<file path="src/rtl/nic_traffic_pkg.sv">
// Shared types and field-layout helpers for the NIC traffic generator.
// Flit layout, MSB first: VC | dest | src | [timestamp] | ... | seq (LSBs).
package nic_traffic_pkg;

  typedef enum logic [1:0] {
    MODE_UNIFORM   = 2'd0,
    MODE_TRANSPOSE = 2'd1,
    MODE_NEIGHBOUR = 2'd2,
    MODE_HOTSPOT   = 2'd3
  } mode_e;

  typedef enum logic [1:0] {IDLE, RUN, HOLD, DONE} state_e;

  typedef enum logic [2:0] {FLD_VC, FLD_DEST, FLD_SRC, FLD_TS, FLD_SEQ} field_e;

  localparam int TS_BITS = 8;

  function automatic int router_id_bits(input int rows, input int cols);
    return (rows * cols > 1) ? $clog2(rows * cols) : 1;
  endfunction

  function automatic int vc_bits(input int nvc);
    return (nvc > 1) ? $clog2(nvc) : 1;
  endfunction

  // LSB offset of a flit field; header fields pack down from the top of the word.
  function automatic int flit_off(input field_e f, input int width, input int id_bits,
                                  input int vcb);
    case (f)
      FLD_VC:   return width - vcb;
      FLD_DEST: return width - vcb - id_bits;
      FLD_SRC:  return width - vcb - 2 * id_bits;
      FLD_TS:   return width - vcb - 2 * id_bits - TS_BITS;
      default:  return 0;
    endcase
  endfunction

endpackage

</file>
<file path="src/rtl/nic_lfsr8.sv">
// 8-bit maximal-length Fibonacci LFSR (taps 8,6,5,4), advances only when stepped.
module nic_lfsr8 #(
  parameter logic [7:0] SEED = 8'h01
) (
  input  logic       clk,
  input  logic       reset,
  input  logic       step_i,
  output logic [7:0] lfsr_o
);

  logic [7:0] lfsr_q, lfsr_d;

  // Shift left, feed back XOR of taps 8,6,5,4.
  always_comb begin
    lfsr_d = lfsr_q;
    if (step_i) lfsr_d = {lfsr_q[6:0], lfsr_q[7] ^ lfsr_q[5] ^ lfsr_q[4] ^ lfsr_q[3]};
  end

  // State register, reloads the seed on reset.
  always_ff @(posedge clk) begin
    if (reset) lfsr_q <= SEED;
    else       lfsr_q <= lfsr_d;
  end

  assign lfsr_o = lfsr_q;

endmodule

</file>
<file path="src/rtl/nic_traffic_gen.sv">
// Per-node synthetic traffic source/sink for a router NIC port.
// Optional feature: define NIC_TRAFFIC_GEN_LATENCY_EN to stamp a free-running
// cycle counter into each flit and accumulate receive latency (lat_sum/lat_max).
module nic_traffic_gen
  import nic_traffic_pkg::*;
#(
  parameter int         ROW_COUNT       = 5,
  parameter int         COL_COUNT       = 5,
  parameter int         NUM_VC          = 4,
  parameter int         NODE_ID         = 0,
  parameter int         SEQ_BITS        = 11,
  parameter int         RATE_BITS       = 8,
  parameter logic [7:0] LFSR_SEED       = 8'hA5,
  parameter int         FLIT_DATA_WIDTH = 32
) (
  input  logic                       clk,
  input  logic                       reset,
  input  logic                       start,
  input  logic [1:0]                 mode,
  input  logic [RATE_BITS-1:0]       rate,
  input  logic [15:0]                num_flits,
  input  logic                       out_ready,
  output logic                       nic_output_valid,
  output logic [FLIT_DATA_WIDTH-1:0] nic_output_data,
  input  logic                       nic_input_valid,
  input  logic [FLIT_DATA_WIDTH-1:0] nic_input_data,
  output logic                       busy,
  output logic                       done,
  output logic [15:0]                tx_count,
  output logic [15:0]                rx_count,
  output logic [15:0]                rx_err_count
`ifdef NIC_TRAFFIC_GEN_LATENCY_EN
  ,
  output logic [31:0]                lat_sum,
  output logic [7:0]                 lat_max
`endif
);

  localparam int NUM_ROUTERS = ROW_COUNT * COL_COUNT;
  localparam int IDB         = router_id_bits(ROW_COUNT, COL_COUNT);
  localparam int VCB         = vc_bits(NUM_VC);
  localparam int OFF_VC      = flit_off(FLD_VC, FLIT_DATA_WIDTH, IDB, VCB);
  localparam int OFF_DEST    = flit_off(FLD_DEST, FLIT_DATA_WIDTH, IDB, VCB);
  localparam int OFF_SRC     = flit_off(FLD_SRC, FLIT_DATA_WIDTH, IDB, VCB);
  localparam int MY_ROW      = NODE_ID / COL_COUNT;
  localparam int MY_COL      = NODE_ID % COL_COUNT;
  localparam int NBR_DEST    = MY_ROW * COL_COUNT + (MY_COL + 1) % COL_COUNT;
  localparam int TRN_DEST    = MY_COL * COL_COUNT + MY_ROW;
  localparam bit TRANS_OK    = (ROW_COUNT == COL_COUNT);
  localparam logic [7:0] SEED_X = LFSR_SEED ^ 8'(NODE_ID);
  localparam logic [7:0] SEED   = (SEED_X == 8'd0) ? 8'd1 : SEED_X;

  state_e                     state_q, state_d;
  mode_e                      mode_q, mode_d;
  logic [RATE_BITS-1:0]       rate_q, rate_d;
  logic [15:0]                num_q, num_d;
  logic [15:0]                tx_q, tx_d;
  logic [SEQ_BITS-1:0]        seq_q, seq_d;
  logic [VCB-1:0]             vc_q, vc_d;
  logic [FLIT_DATA_WIDTH-1:0] data_q, data_d;
  logic [15:0]                rx_q, rx_d, rx_err_q, rx_err_d;
  logic                       step;
  logic [7:0]                 lfsr, uni_dest;
  logic [RATE_BITS-1:0]       lfsr_ext;
  logic [IDB-1:0]             dest, rx_dest;
  logic [FLIT_DATA_WIDTH-1:0] flit;
  logic                       unused_in;

  nic_lfsr8 #(.SEED(SEED)) u_lfsr (
    .clk    (clk),
    .reset  (reset),
    .step_i (step),
    .lfsr_o (lfsr)
  );

  assign lfsr_ext = RATE_BITS'(lfsr);
  assign uni_dest = lfsr % 8'(NUM_ROUTERS);

  // Destination for the flit being built, from the pattern latched at start.
  always_comb begin
    dest = IDB'(uni_dest);
    case (mode_q)
      MODE_TRANSPOSE: if (TRANS_OK) dest = IDB'(TRN_DEST);
      MODE_NEIGHBOUR: dest = IDB'(NBR_DEST);
      MODE_HOTSPOT:   dest = '0;
      default:        ;
    endcase
  end

`ifdef NIC_TRAFFIC_GEN_LATENCY_EN
  localparam int OFF_TS = flit_off(FLD_TS, FLIT_DATA_WIDTH, IDB, VCB);
  logic [7:0]  cyc_q;
  logic [7:0]  lat;
  logic [31:0] lat_sum_q;
  logic [7:0]  lat_max_q;

  assign lat = cyc_q - nic_input_data[OFF_TS +: TS_BITS];

  // Free-running stamp counter plus receive-latency statistics.
  always_ff @(posedge clk) begin
    if (reset) begin
      cyc_q     <= '0;
      lat_sum_q <= '0;
      lat_max_q <= '0;
    end else begin
      cyc_q <= cyc_q + 8'd1;
      if (nic_input_valid) begin
        lat_sum_q <= lat_sum_q + 32'(lat);
        if (lat > lat_max_q) lat_max_q <= lat;
      end
    end
  end

  assign lat_sum = lat_sum_q;
  assign lat_max = lat_max_q;
`endif

  // Assemble the outgoing flit; bits outside the fields stay zero.
  always_comb begin
    flit                    = '0;
    flit[OFF_VC +: VCB]     = vc_q;
    flit[OFF_DEST +: IDB]   = dest;
    flit[OFF_SRC +: IDB]    = IDB'(NODE_ID);
`ifdef NIC_TRAFFIC_GEN_LATENCY_EN
    flit[OFF_TS +: TS_BITS] = cyc_q;
`endif
    flit[SEQ_BITS-1:0]      = seq_q;
  end

  // Injection FSM: draw in RUN, hold the flit in HOLD until the router takes it.
  always_comb begin
    state_d = state_q;
    mode_d  = mode_q;
    rate_d  = rate_q;
    num_d   = num_q;
    tx_d    = tx_q;
    seq_d   = seq_q;
    vc_d    = vc_q;
    data_d  = data_q;
    step    = 1'b0;
    case (state_q)
      IDLE, DONE: begin
        if (start) begin
          mode_d  = mode_e'(mode);
          rate_d  = rate;
          num_d   = num_flits;
          tx_d    = '0;
          seq_d   = '0;
          state_d = (num_flits == 16'd0) ? DONE : RUN;
        end
      end
      RUN: begin
        step = 1'b1;
        if (lfsr_ext <= rate_q) begin
          data_d  = flit;
          state_d = HOLD;
        end
      end
      HOLD: begin
        if (out_ready) begin
          tx_d    = tx_q + 16'd1;
          seq_d   = seq_q + SEQ_BITS'(1);
          vc_d    = (vc_q == VCB'(NUM_VC - 1)) ? '0 : vc_q + VCB'(1);
          state_d = (tx_q + 16'd1 == num_q) ? DONE : RUN;
        end
      end
      default: state_d = IDLE;
    endcase
  end

  // Transmit-side state registers.
  always_ff @(posedge clk) begin
    if (reset) begin
      state_q <= IDLE;
      mode_q  <= MODE_UNIFORM;
      rate_q  <= '0;
      num_q   <= '0;
      tx_q    <= '0;
      seq_q   <= '0;
      vc_q    <= '0;
      data_q  <= '0;
    end else begin
      state_q <= state_d;
      mode_q  <= mode_d;
      rate_q  <= rate_d;
      num_q   <= num_d;
      tx_q    <= tx_d;
      seq_q   <= seq_d;
      vc_q    <= vc_d;
      data_q  <= data_d;
    end
  end

  assign rx_dest = nic_input_data[OFF_DEST +: IDB];

  // Receive counters: total wraps, misrouted count saturates.
  always_comb begin
    rx_d     = rx_q;
    rx_err_d = rx_err_q;
    if (nic_input_valid) begin
      rx_d = rx_q + 16'd1;
      if (rx_dest != IDB'(NODE_ID) && rx_err_q != 16'hFFFF) rx_err_d = rx_err_q + 16'd1;
    end
  end

  // Receive-side registers, independent of the injection FSM.
  always_ff @(posedge clk) begin
    if (reset) begin
      rx_q     <= '0;
      rx_err_q <= '0;
    end else begin
      rx_q     <= rx_d;
      rx_err_q <= rx_err_d;
    end
  end

  // Only the destination field matters to the sink in the default build.
  assign unused_in = ^nic_input_data;

  assign nic_output_valid = (state_q == HOLD);
  assign nic_output_data  = data_q;
  assign busy             = (state_q == RUN) || (state_q == HOLD);
  assign done             = (state_q == DONE);
  assign tx_count         = tx_q;
  assign rx_count         = rx_q;
  assign rx_err_count     = rx_err_q;

endmodule

</file>
<file path="config.mk">
export PLATFORM = sky130hd
export DESIGN_NAME = nic_traffic_gen
export DESIGN_NICKNAME = d
export VERILOG_FILES = /design/src/rtl/nic_traffic_pkg.sv /design/src/rtl/nic_lfsr8.sv /design/src/rtl/nic_traffic_gen.sv
export SDC_FILE = /design/constraint.sdc
export NUM_CORES = 1
export LEC_CHECK = 0
export BUFFER_PORTS_ARGS = -buffer_cell sky130_fd_sc_hd__buf_2
export CAP_MARGIN = 30
export CORE_MARGIN = 3
export CORE_UTILIZATION = 35
export DETAILED_ROUTE_END_ITERATION = 8
export SKIP_LAST_GASP = 1
export SYNTH_ARGS = -nofsm -noshare
export SYNTH_HDL_FRONTEND = slang
export SYNTH_SLANG_ARGS = --single-unit
</file>
<file path="constraint.sdc">
create_clock -name clk -period 9.4 [get_ports clk]
set_input_delay 2.82 -clock clk [delete_from_list [all_inputs] [get_ports clk]]
set_output_delay 2.82 -clock clk [all_outputs]
set_load 0.1 [all_outputs]
</file>
# ---- After elaboration in Yosys (flattened, before gate mapping)
# Index checks and enable logic that the tools add are counted.
dict set report word_totals {
  reg_bits 115
  inputBits 63
  output_inout_bits 83
  elab_cells 62
}
dict set report classes {
  add_sub_neg 5
  div_mod_pow 1
  order_cmp 1
  n_eq_ne 12
  mux 15
  n_bitwise 3
  reduce_logical 14
}
# operator count
set op_table {}
lappend op_table {{16-bit by 1-bit adder with 16-bit output (second input constant)} 3}
lappend op_table {{16-bit two-way mux} 2}
lappend op_table {{16-bit one-hot mux with 2 select lines} 1}
lappend op_table {{11-bit two-way mux} 2}
lappend op_table {{11-bit one-hot mux with 2 select lines} 1}
lappend op_table {{16-bit == test} 1}
lappend op_table {{16-bit zero test} 1}
lappend op_table {{16-bit != test (second input constant)} 1}
lappend op_table {{2-bit two-way mux} 6}
lappend op_table {{11-bit by 1-bit adder with 11-bit output (second input constant)} 1}
lappend op_table {{2-bit == test (second input constant)} 5}
lappend op_table {{5-bit one-hot mux with 2 select lines} 1}
lappend op_table {{8-bit <= comparator} 1}
lappend op_table {{8-bit by 5-bit modulo with 8-bit output (second input constant)} 1}
lappend op_table {{2-bit AND reduction} 4}
lappend op_table {{2-bit != test (second input constant)} 3}
lappend op_table {{2-bit one-hot mux with 3 select lines} 1}
lappend op_table {{3-bit AND reduction} 2}
lappend op_table {{5-bit nonzero test} 1}
lappend op_table {{2-bit by 1-bit == test with 1-bit output (second input constant)} 2}
lappend op_table {{2-bit OR reduction} 2}
lappend op_table {{1-bit bitwise XOR} 3}
lappend op_table {{2-bit by 1-bit adder with 2-bit output (second input constant)} 1}
lappend op_table {{2-bit zero test} 1}
lappend op_table {{other kinds (4)} 4}

# ---- Longest topological paths before layout
# Gate-level depths: netlist of run 1.
dict set report logic_depth {
  depth_word 5
  ltp_mapped 21
  depth_no_buf 20
}

# ---- By module
# From an unflattened synthesis of run 1, not the netlist that was laid out.
dict set report hier_totals {
  cells_unflattened 766
  hier_area_um2 6322.3
}
# module instances cells_each area_each_um2 seq_area_each_um2
set modules_own_cells {}
lappend modules_own_cells {nic_traffic_gen 1 737 6019.5 2142.1}
lappend modules_own_cells {nic_lfsr8 1 29 302.8 160.2}

# ---- Least setup slack after synthesis of run 1
# No wires, ideal clock.
dict set report synth_timing {
  path_type {input-to-reg}
  from {in nic_input_data[26]}
  to {reg rx_err_q[15] (netlist: rx_err_count[15])}
  setup_ns 0.128
  arrival_ns 4.529
  required_time_ns 9.272
  path_slack_ns 4.744
  stages 7
  path_buffers 0
  cell_sequence {or4_1 o221ai_1 nor3_1 and3_1 nand3_1 xor2_1 nor2_1}
}
dict set report synth_via {
  elab_chain_len 3
}
# item line_no
set synth_lines {}
lappend synth_lines {{start: declaration} nic_traffic_gen.sv:26} ;# input logic [FLIT_DATA_WIDTH-1:0] nic_input_data,
lappend synth_lines {{5-bit nonzero test} nic_traffic_gen.sv:202} ;# if (rx_dest != IDB'(NODE_ID) && rx_err_q != 16'hFFFF) rx_err_d = rx_err_q + 16'd1;
lappend synth_lines {{1-bit logical AND} nic_traffic_gen.sv:202}
lappend synth_lines {{2-bit AND reduction (no line)} -}
lappend synth_lines {{end signal: assignment} nic_traffic_gen.sv:213} ;# rx_err_q <= rx_err_d;
lappend synth_lines {{end: declaration} nic_traffic_gen.sv:61} ;# logic [15:0] rx_q, rx_d, rx_err_q, rx_err_d;
# No other way between the ends.
# A chain may end at the register's enable or synchronous reset.

# ---- Final worst setup path of run 1
dict set report layout_timing {
  from {reg u_lfsr.lfsr_q[4] (netlist: u_lfsr.lfsr_o[4])}
  to {reg data_q[26] (netlist: nic_output_data[26])}
}
dict set report layout_via {
  elab_chain_len 2
  word_cells_on_any_way 4
  classes_between {1 x div; 1 x order compare; 1 x mux; 1 x reduce/logical}
}
# item line_no
set layout_lines {}
lappend layout_lines {{start: declaration} nic_lfsr8.sv:11} ;# logic [7:0] lfsr_q, lfsr_d;
lappend layout_lines {{start signal: assignment} nic_lfsr8.sv:22} ;# else lfsr_q <= lfsr_d;
lappend layout_lines {{8-bit by 5-bit modulo with 8-bit output or 8-bit <= comparator (tied branches)} {nic_traffic_gen.sv:77, nic_traffic_gen.sv:154}}
lappend layout_lines {{5-bit one-hot mux with 2 select lines or 2-bit AND reduction (tied branches)} -}
lappend layout_lines {{end signal: assignment} nic_traffic_gen.sv:190} ;# data_q <= data_d;
lappend layout_lines {{end: declaration} nic_traffic_gen.sv:60} ;# logic [FLIT_DATA_WIDTH-1:0] data_q, data_d;
# Several ways; a longest one is shown, not always the timed one.

==> reports/results.md, run 1 <==
| Stage | Parameter | Value |
|:---|:---|:---|
| placed design | Port Buffers | 104 |
| placed design | Dpl hpwl | 11230 µm |
| critical path | CP Cell Sequence | inv_1, ha_1, nor3_2, a21oi_1, o31ai_1, nor2_1, nor2_1, inv_1, ha_1, o311ai_2, a41oi_2, a211oi_2, o21ai_1, xnor2_1, ha_1, inv_1, a2111o_1, a31oi_4, mux2i_1, a22o_1 |
| cts | Post-CTS Hold Buffers | 0 |
| cts | Sinks on the clock net | 115 |
| floorplan | Overall die height | 139.8 µm |
| routing | Average wire per cell in the routed design | 14.07 µm |
| cts | Clk Tree Root Cell | sky130_fd_sc_hd__clkbuf_16 |
| routing | DRC viols | 0 |
| grt | Number of antenna violations at the first check in global routing | 2 |
| yosys | Multiplexer share of the synthesized area | 4.172% |
| critical path | Master of the slowest instance on the critical path | sky130_fd_sc_hd__dfxtp_1 |
| power | Peak supply drop | 0.0001838 V |
| cts | Cts repair resizes | 0 |
| floorplan | Std-Cell Core Area | 17420 µm² |
| sta | Setup TNS after final layout | 0 ns |
| yosys | Mean Syn Cell Area | 8.257 µm² |
| sta | Minimum period implied by the final worst setup slack | 4.883 ns |
| critical path | Dominant delay contributor by cell family on the critical path | compound AO/OA/AOI/OAI gates |
| grt | Largest net degree at the start of global routing | 74 |
| grt | Number of global-route vias before repair | 5007 |
| sta | Number of setup violations in the final report | 0 |
| yosys | Area fraction of the dominant cell type after synthesis | 36.73% |
| flow run | Maximum Capacitance Violations | 0 |
| yosys | Compound-gate portion of the synthesized area | 16.17% |
| cts | Clock tree from TritonCTS | built |
| routing | Number of vias per cell after detailed routing | 4.979 |
| critical path | Reg2Reg Launch Point | u_lfsr.lfsr_o[4] |
| power | Power per unit of standard cell area | 299.6 nW/µm² |
| cts | Max clock buf depth | 2 |
| cts | Number of buffers inserted during clock tree synthesis | 17 |
| yosys | Post-synth top area cell | sky130_fd_sc_hd__dfxtp_1 |
| grt | Grt peak-use layer | met2 |
| grt | Met1 Resource Use GR | 20.74% |
| grt | Routing usage on met3 | 4.742% |
| critical path | Largest driver fanout on the critical path | 13 |
| sta | Final Max Slew Viols | 0 |
| yosys | Main area contributors after synthesis | sky130_fd_sc_hd__dfxtp_1 37%, sky130_fd_sc_hd__nand2_1 6.0%, sky130_fd_sc_hd__nor2_1 5.9% |
| hold path | Worst hold path startpoint | nic_output_data[29] |
| yosys | Dominant cell by count in the synthesized netlist | sky130_fd_sc_hd__dfxtp_1 |
| yosys | Post-Synthesis Cells | 759 |
| critical path | Required time of the critical path | 9.75 ns |
| critical path | Sum of buffers and inverters on the critical path | 3 |
| yosys | Share of synthesized cell area in full adder, half adder and majority cells | 4.751% |
| grt | Grt met2 use | 24.94% |
| critical path | Setup crit start | u_lfsr.lfsr_o[4] |
| placed design | Global placement routability congestion | 0.8187 |
| hold path | Min-delay worst type | reg2reg |
| yosys | Primary flip-flop cell chosen by synthesis mapping | sky130_fd_sc_hd__dfxtp_1 |
| cells and area | Layout area overhead | 20.50% |
| critical path | Maximum cell stage delay along the critical path | 0.62 ns |
| floorplan | Initial Utilization | 35.98% |
| routing | Number of nets with antenna violations after detailed routing | 0 |
| yosys | Leading cell types by count after synthesis | 115 x sky130_fd_sc_hd__dfxtp_1, 100 x sky130_fd_sc_hd__nand2_1, 99 x sky130_fd_sc_hd__nor2_1, 53 x sky130_fd_sc_hd__a21oi_1, 33 x sky130_fd_sc_hd__xor2_1 |
| floorplan | Rows | 48 |
| cells and area | Flip-flop and latch area | 2302 µm² |
| routing | Number of design-rule violations left by the first detailed-router iteration | 318 |
| yosys | Number of warnings issued by yosys | 0 |
| sta | Slew at the pin closest to its max-slew limit | 0.9050 ns |
| yosys | Cell variety after synth | 74 |
| sta | Period utilisation layout | 51.94% |
| sta | Clock skew | 0.009885 ns |
| critical path | Critical Path Start Type | flip-flop |
| routing | Total routed wirelength | 15410 µm |
| yosys | Number of synthesized flops with an enable pin | 0 |
| grt | First-pass GRT wire length | 25290 µm |
| sta | Number of failing hold endpoints at the final stage | 0 |
| placed design | Total placed instance area | 6968 µm² |
| cts | Worst-skew pair later-pin latency | 0.41 ns |
| grt | Overflow after GRT | 0 |
| cells and area | Ratio of cells with drive above 1 in the final layout | 19.10% |
| cts | Clock transition at path regs | 0.06 ns |
| routing | Count of TritonRoute iterations in the first routing pass | 4 |
| cells and area | Design Area, Final | 7552 µm² |
| floorplan | Width of the chip | 139.8 µm |
| critical path | Nature of the critical path endpoint | flip-flop |
| cts | H-tree depth reported by CTS | 4 |
| yosys | Netlist Area Pre-Place | 6267 µm² |
| yosys | FF+latch count, synth | 115 |
| run status | Status | complete, no violations |
| yosys | Xor and xnor fraction of the mapped netlist area | 9.084% |
| floorplan | Area of the die | 19550 µm² |
| cells and area | Layout fillers | 1824 |
| sta | Unrepaired setup endpoints after global routing | false |
| power | Leakage power of the design | 3.211 nW |
| cells and area | Area of combinational cells with multiple inputs | 3690 µm² |
| grt | GRT Total Usage | 15.72% |
| sta | Slew headroom | 39.54% |
| cells and area | # nets final | 942 |
| critical path | Kind of critical path | reg2reg |
| yosys | Simple-gate share of the synthesized area | 23.76% |
| yosys | Sequential fraction of the synthesis area | 36.73% |
| floorplan | Boundary Pins | 146 |
| routing | Total number of vias | 5452 |
| cts | # Post-CTS Setup Buffers | 0 |
| yosys | Asr flop ratio synth | 0% |
| critical path | CP arrival | 5.23 ns |
| sta | Highest clock frequency the design can meet | 204.8 MHz |
| yosys | Combinational family with the most area after synthesis | simple AND/OR/NAND/NOR gates |
per-stage QoR:
step	worst slack, ns	cells	hold WS [ns]	power, W	util (%)
after detailed placement	4.342	1061	0.4406	0.001655	40.01
after global placement	4.384	1059	0.4418	0.001615	39.69
after floorplan	4.744	772	0.4363	0.001439	-
after global routing	4.036	1095	0.4679	0.002427	43.36
after CTS	4.539	1093	0.4463	0.002280	43.30
final	4.517	1095	0.4424	0.002263	43.36
worst paths after layout:
| check | depth (start not counted) | endpoint | slack [ns] |
|---|---|---|---|
| worst max-delay path | 20 | nic_output_data[26] | 4.52 |
| worst min register to register | 2 | nic_output_data[29] | 0.44 |
| worst max register to register | 20 | nic_output_data[26] | 4.52 |
| worst min-delay path | 2 | nic_output_data[29] | 0.44 |
worst reg2reg max path, cell delays in order (launching register included):
cell and delay, ns:
sky130_fd_sc_hd__dfxtp_1 0.62, sky130_fd_sc_hd__inv_1 0.16, sky130_fd_sc_hd__ha_1 0.32, sky130_fd_sc_hd__nor3_2 0.24, sky130_fd_sc_hd__a21oi_1 0.19, sky130_fd_sc_hd__o31ai_1 0.28
sky130_fd_sc_hd__nor2_1 0.06, sky130_fd_sc_hd__nor2_1 0.24, sky130_fd_sc_hd__inv_1 0.14, sky130_fd_sc_hd__ha_1 0.23, sky130_fd_sc_hd__o311ai_2 0.09, sky130_fd_sc_hd__a41oi_2 0.22
sky130_fd_sc_hd__a211oi_2 0.30, sky130_fd_sc_hd__o21ai_1 0.20, sky130_fd_sc_hd__xnor2_1 0.28, sky130_fd_sc_hd__ha_1 0.28, sky130_fd_sc_hd__inv_1 0.05, sky130_fd_sc_hd__a2111o_1 0.34
sky130_fd_sc_hd__a31oi_4 0.23, sky130_fd_sc_hd__mux2i_1 0.20, sky130_fd_sc_hd__a22o_1 0.14
logic make-up after synthesis:
family / Yosys count
adders and majority gates: 24
DFF: 115
xor gates and xnor gates: 65
muxes: 26
and+or+nand+nor: 315
buffers and inverters: 70
other: 1
AOI/OAI and AO/OA: 143
placed cells by master (no fill, tap or decap), types with 4 or more instances in the layout:
cell type                    count
sky130_fd_sc_hd__or3_1          12
sky130_fd_sc_hd__a21oi_1        53
sky130_fd_sc_hd__buf_2         103
sky130_fd_sc_hd__dfxtp_1       115
sky130_fd_sc_hd__o31ai_1         4
sky130_fd_sc_hd__xor2_1         33
sky130_fd_sc_hd__and3_1         12
sky130_fd_sc_hd__conb_1         14
sky130_fd_sc_hd__nand3_1        28
sky130_fd_sc_hd__o21ai_0        23
sky130_fd_sc_hd__a22oi_1        10
sky130_fd_sc_hd__nor2_1         99
sky130_fd_sc_hd__nor4_1          6
sky130_fd_sc_hd__and2_1          5
sky130_fd_sc_hd__o211ai_1        4
sky130_fd_sc_hd__clkinvlp_4      5
sky130_fd_sc_hd__ha_1           23
sky130_fd_sc_hd__nand2_1       100
sky130_fd_sc_hd__nand4_1        17
sky130_fd_sc_hd__nor3_1         13
sky130_fd_sc_hd__buf_4           4
sky130_fd_sc_hd__mux2i_1        25
sky130_fd_sc_hd__xnor2_1        32
sky130_fd_sc_hd__inv_1          24
sky130_fd_sc_hd__clkbuf_16      17
sequential cells by signal (all words and copies together), names as in the netlist:
| signal | flops |
|---|---|
| mode_q | 2 |
| rx_count | 16 |
| state_q | 2 |
| tx_count | 16 |
| nic_output_data | 18 |
| num_q | 16 |
| seq_q | 11 |
| u_lfsr.lfsr_o | 8 |
| vc_q | 2 |
| rx_err_count | 16 |
| rate_q | 8 |
routing by layer:
| metal | vias up | wire length (µm) |
|---|---|---|
| met3 | 8 | 763 |
| met4 | 2 | 91 |
| met5 | - | 9 |
| met2 | 119 | 7217 |
| li1 | 2813 | - |
| met1 | 2510 | 7327 |
power breakdown:
group	internal [W]	switching [W]
Sequential	0.000536	0.0000746
Combinational	0.000368	0.000669
Clock	0.000384	0.000231
Total	0.00129	0.000974
layout make-up:
class                   instances  share of cell area [%]
diodes                          1                 0.03313
well taps                     225                   3.728
repair buffers                110                   8.052
clock buffers                  21                   6.229
multi-input cells             587                   48.86
inverters                      25                   1.243
flip-flops and latches        115                   30.48
clock inverters                11                   1.375
Power figures use the tool's default switching activity.
==> run 2, diff against run 1 <==
==> constraint.sdc (replaced) <==
create_clock -name clk -period 4.7 [get_ports clk]
set_input_delay 1.41 -clock clk [delete_from_list [all_inputs] [get_ports clk]]
set_output_delay 1.41 -clock clk [all_outputs]
set_load 0.1 [all_outputs]
==> run 2 against run 1 <==
Sequential cell count stayed put. Sequential power increased by 91%. Total power grew 100%. Combinational power increased by 110%. Global-route usage up 0.067 points. Core utilization is 0.27 points higher. Via count grew 1.1%.
==> reports/results.md, run 2 (synthesis results as in run 1) <==
| Stage | Parameter | Value | vs previous |
|:---|:---|:---|:---|
| cells and area | # nets final | 953 | +1.2% |
| sta | Number of failing hold endpoints at the final stage | 0 | unchanged |
| critical path | Dominant delay contributor by cell family on the critical path | compound AO/OA/AOI/OAI gates |  |
| hold path | Hold depth | 2 | unchanged |
| routing | Number of design-rule violations left by the first detailed-router iteration | 297 | -6.6% |
| cts | Clk Tree Root Cell | sky130_fd_sc_hd__clkbuf_16 |  |
| grt | GRT Total Usage | 15.79% | +0.067 points |
| cts | # Post-CTS Setup Buffers | 0 | unchanged |
| sta | Slew headroom | 36.44% | -3.1 points |
| placed design | Global placement routability congestion | 0.8458 | +3.3% |
| grt | First-pass GRT wire length | 25480 µm | +0.76% |
| sta | Minimum period implied by the final worst setup slack | 4.316 ns | -0.5671 ns |
| grt | Number of antenna violations at the first check in global routing | 1 | -1 |
| critical path | Nature of the critical path endpoint | flip-flop |  |
| cells and area | Layout area overhead | 21.24% |  |
| cts | Post-CTS Hold Buffers | 0 | unchanged |
| critical path | Required time of the critical path | 5.05 ns | -4.70 ns |
| sta | Final Max Slew Viols | 0 | unchanged |
| critical path | Sum of buffers and inverters on the critical path | 2 | -1 |
| power | Total power consumption of the routed design | 0.004564 W | +100% |
| routing | Total routed wirelength | 15520 µm | +0.73% |
| cts | Sinks on the clock net | 115 | unchanged |
| floorplan | Rows | 48 | unchanged |
| cells and area | Most common cell after layout, fill and taps aside | sky130_fd_sc_hd__dfxtp_1 |  |
| floorplan | Width of the chip | 139.8 µm | unchanged |
| critical path | Largest driver fanout on the critical path | 8 | -5 |
| grt | Overflow after GRT | 0 | unchanged |
| critical path | Number of cells on the worst reg-to-reg path | 19 | -5.0% |
| placed design | Port Buffers | 104 | unchanged |
| power | Peak supply drop | 0.0003824 V | +110% |
| cells and area | Flip-flop and latch area | 2302 µm² | unchanged |
| sta | Number of setup violations in the final report | 0 | unchanged |
| routing | Total number of vias | 5511 | +1.1% |
| cells and area | Number of flip-flops in the largest register | 18 | unchanged |
| critical path | Maximum cell stage delay along the critical path | 0.46 ns | -0.16 ns |
| sta | Worst hold slack | 0.4460 ns | +0.003606 ns |
| grt | Largest net degree at the start of global routing | 75 | +1.4% |
| routing | Number of vias per cell after detailed routing | 4.992 | +0.26% |
| critical path | Cell count along the critical path | 19 | -5.0% |
| sta | Unrepaired setup endpoints after global routing | false |  |
| sta | Period utilisation layout | 91.82% | +40 points |
| power | Power per unit of standard cell area | 600.7 nW/µm² | +100% |
| run status | Status | complete, no violations |  |
| floorplan | Initial Utilization | 35.98% | unchanged |
| cts | H-tree depth reported by CTS | 4 | unchanged |
| cells and area | Layout fillers | 1759 | -3.6% |
| sta | Clock skew | 0.008608 ns | -0.001278 ns |
| routing | Count of TritonRoute iterations in the first routing pass | 5 | +1 |
| hold path | Min-delay worst type | reg2reg |  |
| critical path | Kind of critical path | reg2reg |  |
| sta | Setup TNS after final layout | 0 ns | unchanged |
| critical path | Most numerous cell on the critical path | sky130_fd_sc_hd__ha_1 |  |
| critical path | CP arrival | 4.66 ns | -0.57 ns |
| critical path | Master of the slowest instance on the critical path | sky130_fd_sc_hd__nor3_1 |  |
| cts | Clock tree from TritonCTS | built |  |
| cts | Number of buffers inserted during clock tree synthesis | 17 | unchanged |
| cts | Worst-skew pair later-pin latency | 0.41 ns | about the same |
| floorplan | Std-Cell Core Area | 17420 µm² | unchanged |
| sta | Slew at the pin closest to its max-slew limit | 0.9515 ns | +0.04650 ns |
| cts | Cts repair resizes | 0 | unchanged |
| cts | Max clock buf depth | 2 | unchanged |
| critical path | CP Cell Sequence | ha_1, o211a_1, nor3_1, o31ai_1, nor2_1, nor2_1, inv_1, ha_1, o311ai_2, a41oi_2, a211oi_2, o21ai_1, xnor2_1, ha_1, inv_1, a2111o_1, a31oi_4, mux2i_1, a22o_1 |  |
| placed design | Dpl hpwl | 11370 µm | +1.2% |
| critical path | Critical Path Start Type | flip-flop |  |
| cells and area | Area of combinational cells with multiple inputs | 3694 µm² | +0.10% |
| floorplan | Boundary Pins | 146 | unchanged |
| sta | Highest clock frequency the design can meet | 231.7 MHz | +13% |
| cells and area | Ratio of cells with drive above 1 in the final layout | 19.91% | +0.81 points |
| floorplan | Overall die height | 139.8 µm | unchanged |
| cells and area | Antenna cells | 0 | -1 |
| grt | Number of global-route vias before repair | 5076 | +1.4% |
| floorplan | Area of the die | 19550 µm² | unchanged |
| cells and area | Most frequent cells in the layout | 115 x sky130_fd_sc_hd__dfxtp_1, 103 x sky130_fd_sc_hd__buf_2, 100 x sky130_fd_sc_hd__nand2_1, 99 x sky130_fd_sc_hd__nor2_1, 52 x sky130_fd_sc_hd__a21oi_1 |  |
| power | Leakage power of the design | 3.261 nW | +1.5% |
| routing | Average wire per cell in the routed design | 14.06 µm | about the same |
| cts | Clock transition at path regs | 0.05 ns | about the same |
| routing | DRC viols | 0 | unchanged |
| flow run | Maximum Capacitance Violations | 0 | unchanged |
| routing | Number of nets with antenna violations after detailed routing | 0 | unchanged |
run 2: cell type report:
| cell class | count | area share (%) |
|---|---|---|
| Timing Repair Buffer | 121 | 8.826 |
| Clock buffer | 23 | 6.290 |
| Clock inverter | 8 | 1.037 |
| Multi-Input combinational cell | 587 | 48.61 |
| Sequential cell | 115 | 30.30 |
| Inverter | 25 | 1.235 |
| Tap cell | 225 | 3.705 |
run 2: routing by layer:
metal  global-route usage [%]  share of wire [%]
met5                        0              0.045
met4                    5.558                1.6
met3                    4.261                5.1
met2                    25.04                 45
met1                    20.73                 48
run 2: worst paths after layout:
check	start	end	slack [ns]
worst min register to register	nic_output_data[29]	nic_output_data[29]	0.45
worst max-delay path	u_lfsr.lfsr_o[3]	nic_output_data[26]	0.38
worst max register to register	u_lfsr.lfsr_o[3]	nic_output_data[26]	0.38
worst min-delay path	nic_output_data[29]	nic_output_data[29]	0.45
run 2: stage by stage:
step / std cells / setup slack, ns / util [%] / instance area (µm²)
after floorplan: 772 / 0.5216 / - / 6316
after detailed placement: 1073 / 0.3912 / 40.41 / 7038
after CTS: 1104 / 0.3539 / 43.61 / 7595
final: 1104 / 0.3844 / 43.63 / 7599
after global placement: 1072 / 0.4432 / 40.25 / 7010
after global routing: 1104 / 0.03055 / 43.63 / 7599
run 2: worst reg2reg max path: cells and delay by family, from the launching register on:
kind	cells	cell delay [ns]
compound gates	9	1.80
fa+ha+maj	3	0.84
simple gates	3	0.65
flops	1	0.39
xor+xnor	1	0.21
mux	1	0.20
buf+inv	2	0.17
run 2: power by group:
part / switching (W) / leakage (nW) / internal (W) / total, W
Sequential: 0.0000941 / 0.933 / 0.00107 / 0.00117
Combinational: 0.00141 / 2.05 / 0.000782 / 0.00219
Clock: 0.000440 / 0.273 / 0.000764 / 0.00120
==> run 3, diff against run 2 <==
--- a/config.mk
+++ b/config.mk
@@ -10,6 +10,7 @@
 export CORE_MARGIN = 3
 export CORE_UTILIZATION = 35
 export DETAILED_ROUTE_END_ITERATION = 8
+export PLACE_DENSITY = 0.64
 export SKIP_LAST_GASP = 1
 export SYNTH_ARGS = -nofsm -noshare
 export SYNTH_HDL_FRONTEND = slang
==> constraint.sdc (replaced) <==
create_clock -name clk -period 5.5 [get_ports clk]
set_input_delay 1.65 -clock clk [delete_from_list [all_inputs] [get_ports clk]]
set_output_delay 1.65 -clock clk [all_outputs]
set_load 0.1 [all_outputs]
==> run 3 against run 2 <==
Largest cell class unchanged. Die area stayed put. Clock power fell by 12%. Final area is 0.87% lower. Sequential share of layout area is 0.27 points higher. Largest power group unchanged. Total power fell by 16%. Highest routed layer is now met4.
==> reports/results.md, run 3 (synthesis results as in run 1) <==
| Stage | Parameter | Value | vs previous |
|:---|:---|:---|:---|
| placed design | Port Buffers | 104 | unchanged |
| floorplan | Std-Cell Core Area | 17420 µm² | unchanged |
| grt | Largest net degree at the start of global routing | 54 | -28% |
| hold path | Hold depth | 2 | unchanged |
| routing | Count of TritonRoute iterations in the first routing pass | 6 | +1 |
| cts | H-tree depth reported by CTS | 4 | unchanged |
| critical path | Nature of the critical path endpoint | flip-flop |  |
| cells and area | Layout area overhead | 20.18% |  |
| placed design | Pre-CTS setup slack | 0.7521 ns | +0.3609 ns |
| floorplan | Rows | 48 | unchanged |
| routing | Number of design-rule violations left by the first detailed-router iteration | 434 | +46% |
| cells and area | Layout fillers | 1775 | +0.91% |
| flow run | Maximum Capacitance Violations | 0 | unchanged |
| floorplan | Initial Utilization | 35.98% | unchanged |
| floorplan | Boundary Pins | 146 | unchanged |
| floorplan | Overall die height | 139.8 µm | unchanged |
| cts | # Post-CTS Setup Buffers | 0 | unchanged |
| cts | Clk Tree Root Cell | sky130_fd_sc_hd__clkbuf_16 |  |
| cts | Clock transition at path regs | 0.05 ns | about the same |
| critical path | Kind of critical path | reg2reg |  |
| routing | Total number of vias | 5522 | +0.20% |
| routing | Number of nets with antenna violations after detailed routing | 0 | unchanged |
| power | Power per unit of standard cell area | 511.7 nW/µm² | -15% |
| cts | Post-CTS Hold Buffers | 0 | unchanged |
| routing | Average wire per cell in the routed design | 13.94 µm | -0.85% |
| cts | Worst-skew pair later-pin latency | 0.42 ns | about the same |
| cells and area | # nets final | 942 | -1.2% |
| placed design | Global placement routability congestion | 0.8850 | +4.6% |
| power | Peak supply drop | 0.0003482 V | -8.9% |
| cts | Clock tree from TritonCTS | built |  |
| floorplan | Area of the die | 19550 µm² | unchanged |
| sta | Slew at the pin closest to its max-slew limit | 0.9852 ns | +0.03368 ns |
| cts | Sinks on the clock net | 115 | unchanged |
| sta | Highest clock frequency the design can meet | 206.2 MHz | -11% |
| cells and area | Ratio of cells with drive above 1 in the final layout | 19.22% | -0.69 points |
| grt | First-pass GRT wire length | 25520 µm | +0.14% |
| cells and area | Most frequent cells in the layout | 115 x sky130_fd_sc_hd__dfxtp_1, 104 x sky130_fd_sc_hd__buf_2, 100 x sky130_fd_sc_hd__nand2_1, 99 x sky130_fd_sc_hd__nor2_1, 53 x sky130_fd_sc_hd__a21oi_1 |  |
| routing | Total routed wirelength | 15250 µm | -1.7% |
| sta | Minimum period implied by the final worst setup slack | 4.850 ns | +0.5344 ns |
| placed design | Dpl hpwl | 11080 µm | -2.6% |
| power | Leakage power of the design | 3.207 nW | -1.6% |
| critical path | CP arrival | 5.14 ns | +0.48 ns |
| sta | Final Max Slew Viols | 0 | unchanged |
| cells and area | Design Area, Final | 7532 µm² | -0.87% |
| grt | Overflow after GRT | 0 | unchanged |
| run status | Status | complete, no violations |  |
| critical path | Required time of the critical path | 5.79 ns | +0.74 ns |
| routing | DRC viols | 0 | unchanged |
| cells and area | Number of flip-flops in the largest register | 18 | unchanged |
| cts | Number of buffers inserted during clock tree synthesis | 17 | unchanged |
| sta | Clock skew | 0.01936 ns | +0.01075 ns |
| cells and area | Most common cell after layout, fill and taps aside | sky130_fd_sc_hd__dfxtp_1 |  |
| sta | Period utilisation layout | 88.18% | -3.6 points |
| placed design | Total instance count after detailed placement | 1061 | -1.1% |
| cts | Max clock buf depth | 2 | unchanged |
| critical path | Internal reg-to-reg setup slack | 0.65 ns | +0.27 ns |
| grt | Number of global-route vias before repair | 5030 | -0.91% |
| floorplan | Width of the chip | 139.8 µm | unchanged |
| sta | Min setup slack post-route | 0.6500 ns | +0.2656 ns |
| cells and area | Final cell count without fillers | 1094 | -0.91% |
| grt | Number of antenna violations at the first check in global routing | 0 | -1 |
| sta | Slew headroom | 34.19% | -2.3 points |
| critical path | Critical Path Start Type | flip-flop |  |
| sta | Number of setup violations in the final report | 0 | unchanged |
| grt | GRT Total Usage | 15.65% | -0.14 points |
| sta | Number of failing hold endpoints at the final stage | 0 | unchanged |
| cells and area | Antenna cells | 0 | unchanged |
| sta | Setup TNS after final layout | 0 ns | unchanged |
| placed design | Total placed instance area | 6925 µm² | -1.6% |
| critical path | Largest driver fanout on the critical path | 13 | +5 |
| routing | Number of vias per cell after detailed routing | 5.048 | +1.1% |
| cts | Cts repair resizes | 0 | unchanged |
| cells and area | Area of combinational cells with multiple inputs | 3690 µm² | -0.10% |
| cells and area | Flip-flop and latch area | 2302 µm² | unchanged |
| critical path | Number of cells on the worst reg-to-reg path | 20 | +1 |
| hold path | Min-delay worst type | reg2reg |  |
| sta | Unrepaired setup endpoints after global routing | false |  |
run 3: cell types whose count changed in the layout (fill, tap and decap cells not counted), moves of 2 or more:
cell,before,now
sky130_fd_sc_hd__clkinvlp_4,1,4
sky130_fd_sc_hd__clkbuf_1,3,0
sky130_fd_sc_hd__clkinv_2,3,1
sky130_fd_sc_hd__inv_6,0,3
sky130_fd_sc_hd__buf_4,17,5
run 3: final cells by class:
cell class | count | area share, %
Multi-Input combinational cell | 587 | 48.99
Sequential cell | 115 | 30.56
Timing Repair Buffer | 110 | 7.774
Clock buffer | 19 | 6.013
Tap cell | 225 | 3.738
Clock inverter | 13 | 1.678
Inverter | 25 | 1.246
run 3: through the flow:
stage | util, % | total power, W | hold slack (ns)
finish | 43.25 | 0.003854 | 0.4484
global route | 43.25 | 0.004115 | 0.4618
CTS | 43.09 | 0.003856 | 0.4533
detailed placement | 39.76 | 0.002775 | 0.4490
global placement | 39.73 | 0.002764 | 0.4437
floorplan | - | 0.002460 | 0.4363
run 3: final timing paths:
kind                        from                  end
min reg2reg  nic_output_data[29]  nic_output_data[29]
max reg2reg     u_lfsr.lfsr_o[4]  nic_output_data[26]
min          nic_output_data[29]  nic_output_data[29]
max             u_lfsr.lfsr_o[4]  nic_output_data[26]
run 3: report_power, final:
group	total, W	internal [W]	switching (W)
registers	0.00103	0.000916	0.000118
logic	0.00176	0.000612	0.00115
clock network	0.00106	0.000650	0.000413
total	0.00385	0.00218	0.00168
run 3: worst max-delay path, stage by stage, from the launching register on:
cell and delay, ns:
sky130_fd_sc_hd__dfxtp_1 0.62, sky130_fd_sc_hd__inv_1 0.13, sky130_fd_sc_hd__ha_1 0.32, sky130_fd_sc_hd__nor3_2 0.26, sky130_fd_sc_hd__a21oi_1 0.21, sky130_fd_sc_hd__o31ai_1 0.26
sky130_fd_sc_hd__nor2_1 0.07, sky130_fd_sc_hd__nor2_1 0.22, sky130_fd_sc_hd__inv_1 0.13, sky130_fd_sc_hd__ha_1 0.23, sky130_fd_sc_hd__o311ai_2 0.09, sky130_fd_sc_hd__a41oi_2 0.21
sky130_fd_sc_hd__a211oi_2 0.29, sky130_fd_sc_hd__o21ai_1 0.19, sky130_fd_sc_hd__xnor2_1 0.30, sky130_fd_sc_hd__ha_1 0.28, sky130_fd_sc_hd__inv_1 0.06, sky130_fd_sc_hd__a2111o_1 0.34
sky130_fd_sc_hd__a31oi_4 0.23, sky130_fd_sc_hd__mux2i_1 0.09, sky130_fd_sc_hd__a22o_1 0.19
run 3: layer usage:
metal	global-route usage (%)	part of all wire, %	vias up
li1	-	-	2826
met1	21.09	49	2564
met2	24.82	46	114
met3	3.952	4.4	18
met4	4.589	1.3	0
met5	0	0	-
